<file path="src/rtl/dot_pkg.sv">
// Shared defaults, FSM encoding and saturation constant for the dot-product accumulator.
package dot_pkg;
  localparam int DOT_PROD_W = 16;
  localparam int DOT_LEN_W  = 8;
  localparam int DOT_ACC_W  = 32;

  localparam logic [DOT_ACC_W-1:0] ACC_MAX = '1;

  typedef enum logic [1:0] {
    IDLE  = 2'd0,
    ACCUM = 2'd1,
    DRAIN = 2'd2,
    DONE  = 2'd3
  } state_e;
endpackage

</file>
<file path="src/rtl/sum4_pipe.sv">
// Two-stage registered four-input adder tree with valid propagation.
// Stage 1 forms two pair sums, stage 2 their total; busy_o covers both stages.
module sum4_pipe #(
  parameter int PROD_W = 16
) (
  input  logic                   clk,
  input  logic                   rst,
  input  logic                   valid_i,
  input  logic [3:0][PROD_W-1:0] prod_i,
  output logic [PROD_W+1:0]      sum_o,
  output logic                   valid_o,
  output logic                   busy_o
);
  localparam int STAGES = 2;

  logic [1:0][PROD_W:0] pair_d, pair_q;
  logic [PROD_W+1:0]    sum_q;
  logic [STAGES:1]      vld_pipe_q;

  for (genvar g = 0; g < 2; g++) begin : g_pair
    assign pair_d[g] = {1'b0, prod_i[2*g]} + {1'b0, prod_i[2*g+1]};
  end

  always_ff @(posedge clk) begin
    if (rst) begin
      pair_q     <= '0;
      sum_q      <= '0;
      vld_pipe_q <= '0;
    end else begin
      vld_pipe_q <= {vld_pipe_q[STAGES-1:1], valid_i};
      if (valid_i)       pair_q <= pair_d;
      if (vld_pipe_q[1]) sum_q  <= {1'b0, pair_q[0]} + {1'b0, pair_q[1]};
    end
  end

  assign sum_o   = sum_q;
  assign valid_o = vld_pipe_q[STAGES];
  assign busy_o  = |vld_pipe_q;
endmodule

</file>
<file path="src/rtl/dot_product_accumulator.sv">
// Pipelined dot-product engine: accumulates len beats of four lane products.
// Define DOT_SAT_EN to clamp the accumulator at all-ones on overflow instead of wrapping.
module dot_product_accumulator
  import dot_pkg::*;
#(
  parameter int PROD_W = DOT_PROD_W,
  parameter int LEN_W  = DOT_LEN_W,
  parameter int ACC_W  = DOT_ACC_W
) (
  input  logic              clk,
  input  logic              rst,
  input  logic              start,
  input  logic [LEN_W-1:0]  len,
  input  logic              in_valid,
  output logic              in_ready,
  input  logic [PROD_W-1:0] result1,
  input  logic [PROD_W-1:0] result2,
  input  logic [PROD_W-1:0] result3,
  input  logic [PROD_W-1:0] result4,
  output logic              out_valid,
  input  logic              out_ready,
  output logic [ACC_W-1:0]  dot_out,
  output logic              busy,
  output logic              overflow
);
  state_e             state_q, state_d;
  logic [LEN_W-1:0]   cnt_q, cnt_d;
  logic [ACC_W-1:0]   acc_q, acc_d;
  logic               ovf_q, ovf_d;
  logic [ACC_W:0]     acc_sum;
  logic [PROD_W+1:0]  beat_sum;
  logic               beat_vld, pipe_busy, fire;

  assign in_ready = (state_q == ACCUM) && (cnt_q != '0);
  assign fire     = in_valid && in_ready;

  sum4_pipe #(.PROD_W(PROD_W)) u_sum4 (
    .clk     (clk),
    .rst     (rst),
    .valid_i (fire),
    .prod_i  ({result4, result3, result2, result1}),
    .sum_o   (beat_sum),
    .valid_o (beat_vld),
    .busy_o  (pipe_busy)
  );

  always_ff @(posedge clk) begin
    if (rst) begin
      state_q <= IDLE;
      cnt_q   <= '0;
      acc_q   <= '0;
      ovf_q   <= 1'b0;
    end else begin
      state_q <= state_d;
      cnt_q   <= cnt_d;
      acc_q   <= acc_d;
      ovf_q   <= ovf_d;
    end
  end

  always_comb begin
    state_d = state_q;
    cnt_d   = cnt_q;
    acc_d   = acc_q;
    ovf_d   = ovf_q;
    acc_sum = {1'b0, acc_q} + {{(ACC_W-PROD_W-1){1'b0}}, beat_sum};

    if (beat_vld && (state_q == ACCUM || state_q == DRAIN)) begin
      acc_d = acc_sum[ACC_W-1:0];
      if (acc_sum[ACC_W]) begin
        ovf_d = 1'b1;
`ifdef DOT_SAT_EN
        acc_d = '1;
`endif
      end
    end

    case (state_q)
      IDLE: begin
        if (start) begin
          acc_d = '0;
          ovf_d = 1'b0;
          if (len != '0) begin
            cnt_d   = len;
            state_d = ACCUM;
          end else begin
            state_d = DONE;
          end
        end
      end
      ACCUM: begin
        if (fire) begin
          cnt_d = cnt_q - 1'b1;
          if (cnt_q == LEN_W'(1)) state_d = DRAIN;
        end
      end
      // Completion is timed by the adder-tree valid bits, not a fixed delay.
      DRAIN:   if (!pipe_busy) state_d = DONE;
      DONE:    if (out_ready)  state_d = IDLE;
      default: state_d = IDLE;
    endcase
  end

  assign out_valid = (state_q == DONE);
  assign dot_out   = acc_q;
  assign busy      = (state_q != IDLE);
  assign overflow  = ovf_q;
endmodule
</file>
<file path="config.mk">
export PLATFORM = sky130hd
export DESIGN_NAME = dot_product_accumulator
export DESIGN_NICKNAME = d
export VERILOG_FILES = /design/src/rtl/dot_pkg.sv /design/src/rtl/sum4_pipe.sv /design/src/rtl/dot_product_accumulator.sv
export SDC_FILE = /design/constraint.sdc
export NUM_CORES = 1
export LEC_CHECK = 0
export BUFFER_PORTS_ARGS = -buffer_cell sky130_fd_sc_hd__buf_4
export CAP_MARGIN = 30
export CORE_ASPECT_RATIO = 1.2
export CORE_MARGIN = 3
export CORE_UTILIZATION = 40
export DETAILED_ROUTE_END_ITERATION = 10
export PLACE_DENSITY = 0.6
export SLEW_MARGIN = 20
export SYNTH_ARGS = -nofsm -noshare
export SYNTH_HDL_FRONTEND = slang
export SYNTH_SLANG_ARGS = --single-unit
</file>
<file path="constraint.sdc">
create_clock -name clk -period 5.5 [get_ports clk]
set_clock_uncertainty 0.05 [all_clocks]
set_input_delay 0.275 -clock clk [delete_from_list [all_inputs] [get_ports clk]]
set_output_delay 0.275 -clock clk [all_outputs]
set_load 0.01 [all_outputs]
</file>
==> results of run 1 <==
==> layout make-up <==
class	instances	area share, %
multi-input cells	700	57.4
well taps	216	3.27
clock buffers	9	2.72
clock inverters	7	1.15
inverters	27	1.23
flip-flops and latches	97	23.5
repair buffers	118	10.7
==> critical path, delay by kind of cell (launching register included) <==
family	cells	cell delay [ns]
buffers and inverters	3	0.79
DFF	1	0.33
and+or+nand+nor	2	0.56
adders and majority gates	1	0.43
AOI/OAI and AO/OA	3	0.72
==> cell usage after synthesis, types with 3 or more instances <==
library cell	number	area [um^2]
sky130_fd_sc_hd__a21o_2	3	26.3
sky130_fd_sc_hd__nor2b_1	14	87.6
sky130_fd_sc_hd__a22o_1	5	43.8
sky130_fd_sc_hd__o31ai_1	5	37.5
sky130_fd_sc_hd__o21ai_1	3	15.0
sky130_fd_sc_hd__or4_1	4	30.0
sky130_fd_sc_hd__dfxtp_1	97	1940
sky130_fd_sc_hd__nand3_1	23	115
sky130_fd_sc_hd__o211ai_1	5	37.5
sky130_fd_sc_hd__buf_1	3	11.3
sky130_fd_sc_hd__o21ai_2	3	26.3
sky130_fd_sc_hd__mux2i_1	9	90.1
sky130_fd_sc_hd__or3_1	6	37.5
sky130_fd_sc_hd__buf_2	6	30.0
sky130_fd_sc_hd__a21oi_1	89	445
sky130_fd_sc_hd__a21o_1	24	180
sky130_fd_sc_hd__xnor2_1	38	333
sky130_fd_sc_hd__nor2_1	95	357
sky130_fd_sc_hd__fa_1	4	80.1
sky130_fd_sc_hd__nand2_1	81	304
sky130_fd_sc_hd__o22ai_1	9	56.3
sky130_fd_sc_hd__nor3_1	18	90.1
sky130_fd_sc_hd__clkbuf_1	17	63.8
sky130_fd_sc_hd__o21a_1	16	120
sky130_fd_sc_hd__a31oi_1	10	62.6
sky130_fd_sc_hd__nand2b_1	9	56.3
sky130_fd_sc_hd__xor2_1	14	123
sky130_fd_sc_hd__ha_1	75	938
sky130_fd_sc_hd__a211oi_1	24	180
sky130_fd_sc_hd__o21ai_0	37	185
sky130_fd_sc_hd__and3_1	8	50.1
sky130_fd_sc_hd__and2_1	3	18.8
sky130_fd_sc_hd__inv_1	27	101
sky130_fd_sc_hd__or2_2	5	31.3
sky130_fd_sc_hd__a21boi_0	3	22.5
sky130_fd_sc_hd__nor3b_1	5	37.5
==> per-layer routing <==
layer | vias up | track usage [%]
met3 | 23 | 1.95
met4 | 0 | 5.79
met1 | 2838 | 22.5
met5 | - | 0
li1 | 3305 | -
met2 | 119 | 29.4
==> path summary, 6_finish.rpt <==
check             slack [ns]                             end                           start
setup / recovery        2.55           cnt_q[0]$_SDFFE_PP0P_         state_q[1]$_SDFFE_PP0P_
hold / removal          0.25           cnt_q[7]$_SDFFE_PP0P_                          len[7]
hold reg to reg         0.41  u_sum4.pair_q[29]$_SDFFE_PP0P_  u_sum4.pair_q[29]$_SDFFE_PP0P_
setup reg to reg        2.55           cnt_q[0]$_SDFFE_PP0P_         state_q[1]$_SDFFE_PP0P_
==> placed cells by master (no fill, tap or decap), drive strengths merged, types with 27 or more instances in the layout <==
| cell type | Yosys | routed |
|---|---|---|
| nand2 | 81 | 81 |
| buf | 12 | 118 |
| inv | 27 | 27 |
| dfxtp | 97 | 97 |
| o21ai | 43 | 43 |
| a21o | 27 | 27 |
| nor2 | 95 | 95 |
| xnor2 | 38 | 38 |
| ha | 75 | 75 |
| a21oi | 91 | 91 |
==> sequential cells by signal, summed over array words and instances (netlist names) <==
signal / flops
u_sum4.vld_pipe_q: 2
u_sum4.pair_q: 34
u_sum4.sum_o: 18
dot_out: 32
cnt_q: 8
overflow: 1
state_q: 2
==> through the flow <==
step | setup slack, ns | instance area, um^2 | power (uW) | hold slack, ns | util, %
finish | 2.55 | 8270 | 2370 | 0.248 | 48.9
global route | 2.25 | 8270 | 2540 | 0.262 | 48.9
CTS | 2.58 | 8270 | 2380 | 0.234 | 48.9
detailed placement | 2.61 | 7950 | 1690 | 0.401 | 47.0
global placement | 2.68 | 7950 | 1690 | 0.397 | 47.0
floorplan | 3.15 | 6940 | 1470 | 0.379 | -
==> logic make-up (layout without fill, tap and decap cells) <==
group,Yosys count,after routing
xor+xnor,52,52
fa+ha+maj,79,79
flops,97,97
simple gates,286,286
buf+inv,57,161
compound gates,273,273
mux,10,10
==> power groups by stage <==
stage / Clock [uW] / Combinational (uW) / Sequential (uW)
4_1_cts: 694 / 833 / 854
3_5_place_dp: 0 / 825 / 869
5_1_grt: 723 / 949 / 864
3_3_place_gp: 0 / 825 / 868
6_report: 681 / 830 / 854
2_1_floorplan: 0 / 624 / 847
==> reports/qor_table.md, run 1 <==
| Stage | Result | This run |
|:---|:---|:---|
| logic synthesis | Compound-gate portion of the synthesized area | 26.5% |
| routing | TritonRoute pass-1 iters | 4 |
| routing | DRC violations left | 0 |
| routing | Met1 layer wirelength in the final routing | 7930 um |
| timing | Fin crit period | 2.95 ns |
| setup path | Crit end category | flop |
| cts | Worst-skew pair later-pin latency | 0.35 ns |
| routing | Average vias per placed instance | 5.35 |
| logic synthesis | Portion of the post-synthesis area used by sequential elements | 28.0% |
| worst hold path | Number of cells traversed by the worst hold path | 5 |
| power and ir drop | Switching Fraction | 35.4% |
| power and ir drop | Clock network power share | 28.8% |
| cts | Total CTS buffers | 9 |
| power and ir drop | Portion of total power attributed to sequential cells | 36.1% |
| layout | Final standard cell count with taps included and fillers excluded | 1,174 |
| logic synthesis | EDFF count, synth | 0 |
| cts | CTS tree | done |
| cts | Number of buffers inserted for hold repair after clock tree synthesis | 0 |
| grt | Total routing usage reported by global routing | 17.2% |
| placement | Dpl hpwl | 12,600 um |
| cts | Deepest level of the CTS H-tree | 3 |
| routing | Routed vias | 6,285 |
| logic synthesis | Cells after Synth | 854 |
| timing | Relative slew slack | 47.6% |
| cts | Reg clk slew, reported paths | 0.07 ns |
| grt | Initial antenna violation count | 0 |
| logic synthesis | Mux contribution to synthesized area | 1.46% |
| setup path | Critical Path RT | 5.72 ns |
| power and ir drop | Cell Int Power | 1530 uW |
| timing | Pins over their slew limit | 0 |
| placement | Routability congestion estimate from global placement | 0.874 |
| cts | Deepest clock path buffer count | 2 |
| logic synthesis | Distinct cell type count after synthesis | 77 |
| setup path | Type of the setup path with the least slack | reg -> reg |
| routing | Met3 routed wirelength | 528 um |
| cts | Cell at the root of the clock tree | sky130_fd_sc_hd__clkbuf_16 |
| floorplan | Top Ports | 113 |
| power and ir drop | Maximum ir drop on the vdd rail | 0.000155 V |
| cts | Sink Count | 97 |
| cts | Resized Gates After CTS | 0 |
| setup path | Critical path peak fanout | 38 |
| timing | Count of final hold-check violations | 0 |
| layout | Area growth, synth to finish | 19.1% |
| routing | First-iteration detailed-routing DRC count | 300 |
| job | Number of max-cap violations | 0 |
| layout | Count of antenna diodes in the layout | 0 |
| setup path | Most frequent CP cell | sky130_fd_sc_hd__inv_1 |
| logic synthesis | Post-synthesis cell area | 6940 um^2 |
| layout | Area of the multi-input gates | 4750 um^2 |
| logic synthesis | Most frequently used flop master after synthesis | sky130_fd_sc_hd__dfxtp_1 |
| setup path | Largest stage delay, worst path | 0.43 ns |
| grt | Via count of the first global-routing pass | 5,836 |
| power and ir drop | Leakage power figure | 0.00349 uW |
| logic synthesis | Xor-xnor portion of the synthesized cell area | 6.56% |
| routing | Top routing layer used | met4 |
| routing | Routed met2 length | 7740 um |
| logic synthesis | Seq cells post-synth | 97 |
| worst hold path | Hold WC Path Type | in -> reg |
| floorplan | Vertical die dimension | 150 um |
| placement | Port Buf Inserts | 112 |
| timing | Period utilisation layout | 53.6% |
| floorplan | Die Span X | 126 um |
| layout | Fill cells | 1,700 |
| power and ir drop | Combinational cell fraction of total power | 35.1% |
| routing | Final wirelength | 16,500 um |
| logic synthesis | Synthesized-area fraction occupied by and/or/nand/nor cells | 19.2% |
| grt | Total gr overflow | 0 |
| logic synthesis | Dominant combinational cell family by area after synthesis | compound AO/OA/AOI/OAI gates |
| logic synthesis | Adder and majority cell fraction of the synthesized area | 14.7% |
| logic synthesis | Syn avg cell area | 8.13 um^2 |
| logic synthesis | Number of warning messages in the yosys log | 0 |
| placement | Instance count after placement with tap cells included | 1,158 |
| setup path | Cell with the largest stage delay on the worst path | sky130_fd_sc_hd__ha_1 |
| setup path | Cell breakdown of the critical path | inv_1 -> ha_1 -> inv_1 -> a41oi_1 -> and2_1 -> buf_4 -> o21ai_2 -> or3_1 -> a21oi_1 |
| cts | Post-CTS setup buffer count | 0 |
| timing | Slew at the pin with the worst max-slew slack | 0.779 ns |
| timing | Unrepaired setup endpoints after global routing | false |
| power and ir drop | Power per cell area | 286 nW/um^2 |
| logic synthesis | Share of synthesized flip-flops with an asynchronous set or reset | 0% |
| setup path | Arr. time, crit path | 3.17 ns |
| layout | Number of nets in the layout | 1,109 |
| floorplan | Total die area | 19,000 um^2 |
| logic synthesis | Post-Syn Nets | 1,010 |
| grt | Pin count of the biggest net entering global routing | 68 |
| timing | Number of setup violations in the final report | 0 |
| floorplan | Total number of placement rows | 52 |
| power and ir drop | Net switching component of the power | 837 uW |
| routing | Wire per inst | 14.1 um |
| status | Run status | finished, final reports clean |
| layout | Sequential cell area | 1940 um^2 |
| setup path | Number of cells traversed by the worst register-to-register path | 9 |
| setup path | Element type at the critical path start | flop |
| timing | Setup TNS Final | 0 ns |
| floorplan | Core box area | 16,900 um^2 |
| timing | F_max | 339 MHz |
| floorplan | Initial core utilization | 41.0% |
| layout | Ratio of cells with drive above 1 in the final layout | 16.7% |
| grt | First-pass GRT wire length | 27,300 um |
| routing | Antenna-violating nets left | 0 |
Power figures use the tool's default switching activity.
==> run 2: changes to the inputs <==
Clock period 5.5 ns to 2.93 ns, I/O delays scaled along.
==> run 2 against run 1 <==
Effect of this change: sequential power is 89% higher; design area is 0.33% higher; combinational power is 84% higher; total power is 89% higher; critical path depth stayed put; clock power is 95% higher; setup slack worse by 2.2 ns; worst hold slack worse by 0.11 ns; maximum frequency is 16% higher; die area stayed put; largest cell class unchanged; routed wire length is 0.98% lower.
==> reports/qor_table.md, run 2 (synthesis gave the netlist of run 1 again) <==
| Stage | Result | This run |
|:---|:---|:---|
| status | Run status | finished, final reports clean |
| layout | Ratio of cells with drive above 1 in the final layout | 16.8% |
| cts | Cell at the root of the clock tree | sky130_fd_sc_hd__clkbuf_16 |
| setup path | Element type at the critical path start | flop |
| timing | Period utilisation layout | 87.0% |
| placement | Port Buf Inserts | 112 |
| grt | Initial antenna violation count | 0 |
| timing | Number of setup violations in the final report | 0 |
| grt | Total gr overflow | 0 |
| grt | Gr busiest metal | met2 |
| cts | Number of buffers inserted for hold repair after clock tree synthesis | 0 |
| placement | Routability congestion estimate from global placement | 0.856 |
| job | Number of max-cap violations | 0 |
| power and ir drop | Final Total Pwr | 4470 uW |
| routing | Average vias per placed instance | 5.28 |
| layout | Area growth, synth to finish | 19.5% |
| worst hold path | Hold WC Path Type | in -> reg |
| setup path | Cell breakdown of the critical path | ha_1 -> fa_1 -> and3_1 -> o21ai_2 -> a32oi_4 -> o2111ai_2 -> a21oi_1 -> a31oi_1 -> nor2_1 |
| timing | Count of final hold-check violations | 0 |
| cts | Post-CTS setup buffer count | 0 |
| grt | Via count of the first global-routing pass | 5,758 |
| routing | DRC violations left | 0 |
| timing | F_max | 392 MHz |
| floorplan | Core box area | 16,900 um^2 |
| cts | Deepest level of the CTS H-tree | 3 |
| cts | Sink Count | 97 |
| layout | Top library cells by usage in the layout, fill and taps aside | sky130_fd_sc_hd__buf_4, sky130_fd_sc_hd__dfxtp_1, sky130_fd_sc_hd__nor2_1, sky130_fd_sc_hd__a21oi_1, sky130_fd_sc_hd__nand2_1 |
| routing | Routed vias | 6,202 |
| layout | Max FFs per register | 34 |
| setup path | Critical path peak fanout | 7 |
| layout | Fill cells | 1,686 |
| cts | Worst-skew pair later-pin latency | 0.35 ns |
| timing | Unrepaired setup endpoints after global routing | false |
| setup path | Critical Path RT | 3.12 ns |
| floorplan | Total number of placement rows | 52 |
| setup path | Crit end category | flop |
| layout | Biggest register | u_sum4.pair_q |
| cts | Resized Gates After CTS | 0 |
| power and ir drop | Leakage power figure | 0.00351 uW |
| routing | Antenna-violating nets left | 0 |
| layout | Most frequent standard cell in the layout excluding fill and tap cells | sky130_fd_sc_hd__buf_4 |
| floorplan | Total die area | 19,000 um^2 |
| floorplan | Die Span X | 126 um |
| grt | Routing usage on met1 | 22.7% |
| setup path | Cell with the largest stage delay on the worst path | sky130_fd_sc_hd__fa_1 |
| cts | Reg clk slew, reported paths | 0.07 ns |
| setup path | Type of the setup path with the least slack | reg -> reg |
| timing | Slew at the pin with the worst max-slew slack | 0.791 ns |
| setup path | Largest stage delay, worst path | 0.43 ns |
| timing | Pins over their slew limit | 0 |
| routing | Final wirelength | 16,300 um |
| cts | Deepest clock path buffer count | 2 |
| layout | Count of antenna diodes in the layout | 0 |
| grt | Total routing usage reported by global routing | 17.3% |
| floorplan | Top Ports | 113 |
| floorplan | Initial core utilization | 41.0% |
| floorplan | Vertical die dimension | 150 um |
| grt | First-pass GRT wire length | 27,500 um |
| grt | GRT met2 Usage | 30.1% |
| grt | M3 GR Usage | 2.52% |
| power and ir drop | Power per cell area | 539 nW/um^2 |
| grt | Pin count of the biggest net entering global routing | 68 |
| routing | TritonRoute pass-1 iters | 6 |
| routing | First-iteration detailed-routing DRC count | 266 |
| layout | Post-layout utilization of the core | 49.0% |
| timing | Relative slew slack | 45.9% |
| timing | Fin crit period | 2.55 ns |
| power and ir drop | Maximum ir drop on the vdd rail | 0.000288 V |
| layout | Final cell area excluding filler cells | 8300 um^2 |
| placement | Dpl hpwl | 12,900 um |
| layout | Number of nets in the layout | 1,110 |
| cts | CTS tree | done |
| setup path | Arr. time, crit path | 2.74 ns |
| routing | Wire per inst | 13.9 um |
| timing | Setup TNS Final | 0 ns |
| cts | Total CTS buffers | 9 |
| placement | Post-Place Cell Area | 7960 um^2 |
==> run 2: power breakdown <==
part | internal, uW | switching (uW)
logic | 646 | 889
clock network | 819 | 514
registers | 1480 | 127
total | 2940 | 1530
==> run 2: layout make-up <==
type	instances	area [um^2]	area share [%]
well taps	216	270	3.26
repair buffers	119	893	10.8
inverters	27	101	1.22
multi-input cells	700	4750	57.2
clock inverters	4	73.8	0.890
clock buffers	12	267	3.21
flip-flops and latches	97	1940	23.4
==> run 2: path summary, 6_finish.rpt <==
kind | start | endpoint | slack (ns) | cells past startpoint
setup / recovery | dot_out[0]$_SDFF_PP0_ | overflow$_SDFF_PP0_ | 0.38 | 9
hold / removal | len[0] | cnt_q[0]$_SDFFE_PP0P_ | 0.14 | 4
setup reg to reg | dot_out[0]$_SDFF_PP0_ | overflow$_SDFF_PP0_ | 0.38 | 9
hold reg to reg | u_sum4.pair_q[11]$_SDFFE_PP0P_ | u_sum4.pair_q[11]$_SDFFE_PP0P_ | 0.41 | 2
==> run 2: per-stage QoR <==
step	cells	worst slack (ns)	hold WS [ns]
floorplan	854	0.581	0.283
global placement	1159	0.417	0.395
detailed placement	1159	0.396	0.400
CTS	1175	0.384	0.128
global route	1175	0.197	0.148
finish	1175	0.380	0.140
==> run 2: metal layers <==
layer | vias to the layer above | wire, um | share of wire (%)
li1 | 3304 | - | -
met1 | 2792 | 7890 | 48
met4 | 0 | 159 | 0.97
met3 | 11 | 537 | 3.3
met2 | 95 | 7750 | 47
met5 | - | 0 | 0
==> run 2: critical path, delay by kind of cell, from the launching register on <==
family          cells  cell delay [ns]
compound gates      5             1.16
fa+ha+maj           2             0.67
flops               1             0.32
simple gates        2             0.25
==> run 3: changes to the inputs <==
Settings changed: CORE_ASPECT_RATIO 1.2 to unset, PLACE_DENSITY 0.6 to 0.59, REMOVE_ABC_BUFFERS set to 1, SYNTH_HIERARCHICAL set to 1.
==> run 3 against run 2 <==
Effect of this change: synthesized area up 7.2%; synthesized cell count up 6.8%; first-iteration DRC count up 27%; highest routed layer unchanged; total power up 1.4%; sequential share of layout area down 1.4 points; global-route usage up 1.5 points; largest power group is now combinational logic; design area up 6.2%; die area up 6.9%; critical path type unchanged; utilization down 0.50 points; register-to-register slack worse by 0.18 ns; setup slack worse by 0.18 ns; maximum frequency down 6.6%.
==> reports/qor_table.md, run 3 <==
| Stage | Result | This run |
|:---|:---|:---|
| power and ir drop | Net switching component of the power | 1640 uW |
| logic synthesis | Dominant combinational cell family by area after synthesis | compound AO/OA/AOI/OAI gates |
| setup path | Type of the setup path with the least slack | reg -> reg |
| logic synthesis | Top cell type's share of synthesized area | 26.1% |
| timing | Number of setup violations in the final report | 0 |
| cts | Total CTS buffers | 9 |
| setup path | Worst reg-to-reg setup slack | 0.20 ns |
| grt | Pin count of the biggest net entering global routing | 44 |
| status | Run status | finished, final reports clean |
| logic synthesis | Xor-xnor portion of the synthesized cell area | 4.24% |
| logic synthesis | Post-synthesis cell area | 7440 um^2 |
| logic synthesis | Number of warning messages in the yosys log | 6 |
| setup path | Element type at the critical path start | flop |
| layout | Max FFs per register | 34 |
| floorplan | Total number of placement rows | 49 |
| timing | F_max | 366 MHz |
| timing | Pins over their slew limit | 0 |
| logic synthesis | Most frequently used flop master after synthesis | sky130_fd_sc_hd__dfxtp_1 |
| timing | Setup TNS Final | 0 ns |
| cts | Number of buffers inserted for hold repair after clock tree synthesis | 0 |
| logic synthesis | Mux contribution to synthesized area | 4.17% |
| layout | Final cell area excluding filler cells | 8810 um^2 |
| cts | Deepest clock path buffer count | 2 |
| power and ir drop | Power per cell area | 515 nW/um^2 |
| logic synthesis | Distinct cell type count after synthesis | 79 |
| layout | Most frequent standard cell in the layout excluding fill and tap cells | sky130_fd_sc_hd__buf_4 |
| power and ir drop | Clock network power share | 26.8% |
| placement | Routability congestion estimate from global placement | 0.913 |
| floorplan | Core box area | 18,100 um^2 |
| logic synthesis | Compound-gate portion of the synthesized area | 26.7% |
| grt | First-pass GRT wire length | 31,600 um |
| routing | First-iteration detailed-routing DRC count | 338 |
| floorplan | Vertical die dimension | 142 um |
| routing | Wire per inst | 15.3 um |
| power and ir drop | Combinational cell fraction of total power | 37.8% |
| power and ir drop | Final Total Pwr | 4540 uW |
| layout | Ratio of cells with drive above 1 in the final layout | 15.9% |
| logic synthesis | Most frequent cells after synthesis | sky130_fd_sc_hd__dfxtp_1, sky130_fd_sc_hd__nand2_1, sky130_fd_sc_hd__a21oi_1 |
| floorplan | Total die area | 20,300 um^2 |
| cts | Worst-skew pair later-pin latency | 0.36 ns |
| placement | Port Buf Inserts | 112 |
| routing | Routed vias | 6,905 |
| floorplan | Die Span X | 142 um |
| floorplan | Top Ports | 113 |
| timing | Period utilisation layout | 93.2% |
| grt | Total routing usage reported by global routing | 18.7% |
| routing | Antenna-violating nets left | 0 |
| logic synthesis | Dominant cell by count in the synthesized netlist | sky130_fd_sc_hd__dfxtp_1 |
| layout | Post-layout utilization of the core | 48.5% |
| cts | Sink Count | 97 |
| power and ir drop | Portion of total power attributed to sequential cells | 35.4% |
| placement | Dpl hpwl | 14,800 um |
| logic synthesis | Top cells by area in the synthesized netlist | sky130_fd_sc_hd__dfxtp_1, sky130_fd_sc_hd__ha_1, sky130_fd_sc_hd__a21oi_1, sky130_fd_sc_hd__nand2_1, sky130_fd_sc_hd__mux2i_1 |
| layout | Number of nets in the layout | 1,168 |
| cts | Reg clk slew, reported paths | 0.08 ns |
| logic synthesis | Synthesized-area fraction occupied by and/or/nand/nor cells | 21.5% |
| worst hold path | Hold WC Path Type | in -> reg |
| cts | Post-CTS setup buffer count | 0 |
| logic synthesis | Largest area contributor in the synthesized netlist | sky130_fd_sc_hd__dfxtp_1 |
| timing | Unrepaired setup endpoints after global routing | false |
| routing | TritonRoute pass-1 iters | 5 |
| logic synthesis | Adder and majority cell fraction of the synthesized area | 13.7% |
| setup path | Critical Path RT | 3.12 ns |
| logic synthesis | Portion of the post-synthesis area used by sequential elements | 26.1% |
| logic synthesis | Share of synthesized flip-flops with an asynchronous set or reset | 0% |
| timing | Count of final hold-check violations | 0 |
| logic synthesis | Syn avg cell area | 8.16 um^2 |
| cts | Resized Gates After CTS | 0 |
| power and ir drop | Maximum ir drop on the vdd rail | 0.000269 V |
| cts | CTS tree | done |
| routing | Average vias per placed instance | 5.54 |
| power and ir drop | Cell Int Power | 2900 uW |
| logic synthesis | Cells after Synth | 912 |
| power and ir drop | Leakage power figure | 0.00368 uW |
| setup path | Critical path peak fanout | 6 |
| grt | Initial antenna violation count | 0 |
| placement | Post-Place Cell Area | 8510 um^2 |
| setup path | Crit end category | flop |
| timing | Fin crit period | 2.73 ns |
| logic synthesis | EDFF count, synth | 0 |
| grt | Via count of the first global-routing pass | 6,517 |
| layout | Count of antenna diodes in the layout | 0 |
| layout | Fill cells | 1,853 |
| cts | Deepest level of the CTS H-tree | 3 |
| timing | Slew at the pin with the worst max-slew slack | 0.679 ns |
| job | Number of max-cap violations | 0 |
| grt | Total gr overflow | 0 |
| routing | Final wirelength | 19,100 um |
| layout | Biggest register | u_sum4/pair_q |
| logic synthesis | Seq cells post-synth | 97 |
| setup path | Arr. time, crit path | 2.92 ns |
| power and ir drop | Switching Fraction | 36.1% |
| timing | Relative slew slack | 54.3% |
| floorplan | Initial core utilization | 41.0% |
| layout | Top library cells by usage in the layout, fill and taps aside | sky130_fd_sc_hd__buf_4, sky130_fd_sc_hd__dfxtp_1, sky130_fd_sc_hd__nand2_1 |
| layout | Area growth, synth to finish | 18.4% |
| routing | DRC violations left | 0 |
| cts | Cell at the root of the clock tree | sky130_fd_sc_hd__clkbuf_16 |
run 3: power by group through the flow:
stage / Sequential (uW) / Clock [uW] / Combinational, uW
global route: 1630 / 1290 / 1940
detailed placement: 1640 / 0 / 1710
floorplan: 1610 / 0 / 1250
global placement: 1640 / 0 / 1700
CTS: 1610 / 1240 / 1720
finish: 1610 / 1210 / 1720
run 3: final cells by class:
cell class / instances / area (um^2) / share of cell area (%)
Clock buffer: 9 / 225 / 2.56
Sequential cell: 97 / 1940 / 22.0
Tap cell: 229 / 287 / 3.25
Clock inverter: 7 / 71.3 / 0.810
Inverter: 27 / 101 / 1.15
Multi-Input combinational cell: 751 / 5240 / 59.4
Timing Repair Buffer: 126 / 946 / 10.7
run 3: per-stage QoR:
step	setup slack, ns	instances	hold WS [ns]
5_1_grt	0.0467	1246	0.124
3_5_place_dp	0.211	1230	0.399
3_3_place_gp	0.216	1230	0.396
4_1_cts	0.196	1246	0.0910
2_1_floorplan	0.0367	875	0.166
6_report	0.199	1246	0.0920
run 3: final timing paths:
path / startpoint / to / depth (start not counted)
max: dot_out[0]$_SDFF_PP0_ / dot_out[26]$_SDFF_PP0_ / 8
min: result4[0] / u_sum4/pair_q[17]$_SDFFE_PP0P_ / 4
max reg2reg: dot_out[0]$_SDFF_PP0_ / dot_out[26]$_SDFF_PP0_ / 8
min reg2reg: u_sum4/pair_q[11]$_SDFFE_PP0P_ / u_sum4/pair_q[11]$_SDFFE_PP0P_ / 2
run 3: layer usage:
| layer | vias to the layer above | track usage, % | share of wire (%) | wire length (um) |
|---|---|---|---|---|
| met3 | 17 | 2.08 | 3.0 | 571 |
| li1 | 3601 | - | - | - |
| met1 | 3165 | 25.6 | 50 | 9460 |
| met5 | - | 0 | 0 | 0 |
| met4 | 0 | 5.70 | 1.6 | 298 |
| met2 | 122 | 31.0 | 46 | 8780 |
run 3: cells by family after synthesis:
kind of cell    after synthesis
simple gates                317
compound gates              288
flops                        97
fa+ha+maj                    79
buf+inv                      64
xor+xnor                     36
mux                          31
run 3: worst max-delay path, cell delays in order (launching register included):
cell and delay (ns):
sky130_fd_sc_hd__dfxtp_1 0.33, sky130_fd_sc_hd__ha_1 0.24, sky130_fd_sc_hd__fa_1 0.41, sky130_fd_sc_hd__a21o_1 0.23
sky130_fd_sc_hd__a221oi_4 0.42, sky130_fd_sc_hd__o22ai_2 0.20, sky130_fd_sc_hd__a2111oi_4 0.50, sky130_fd_sc_hd__nor4_1 0.11
sky130_fd_sc_hd__mux2i_1 0.13
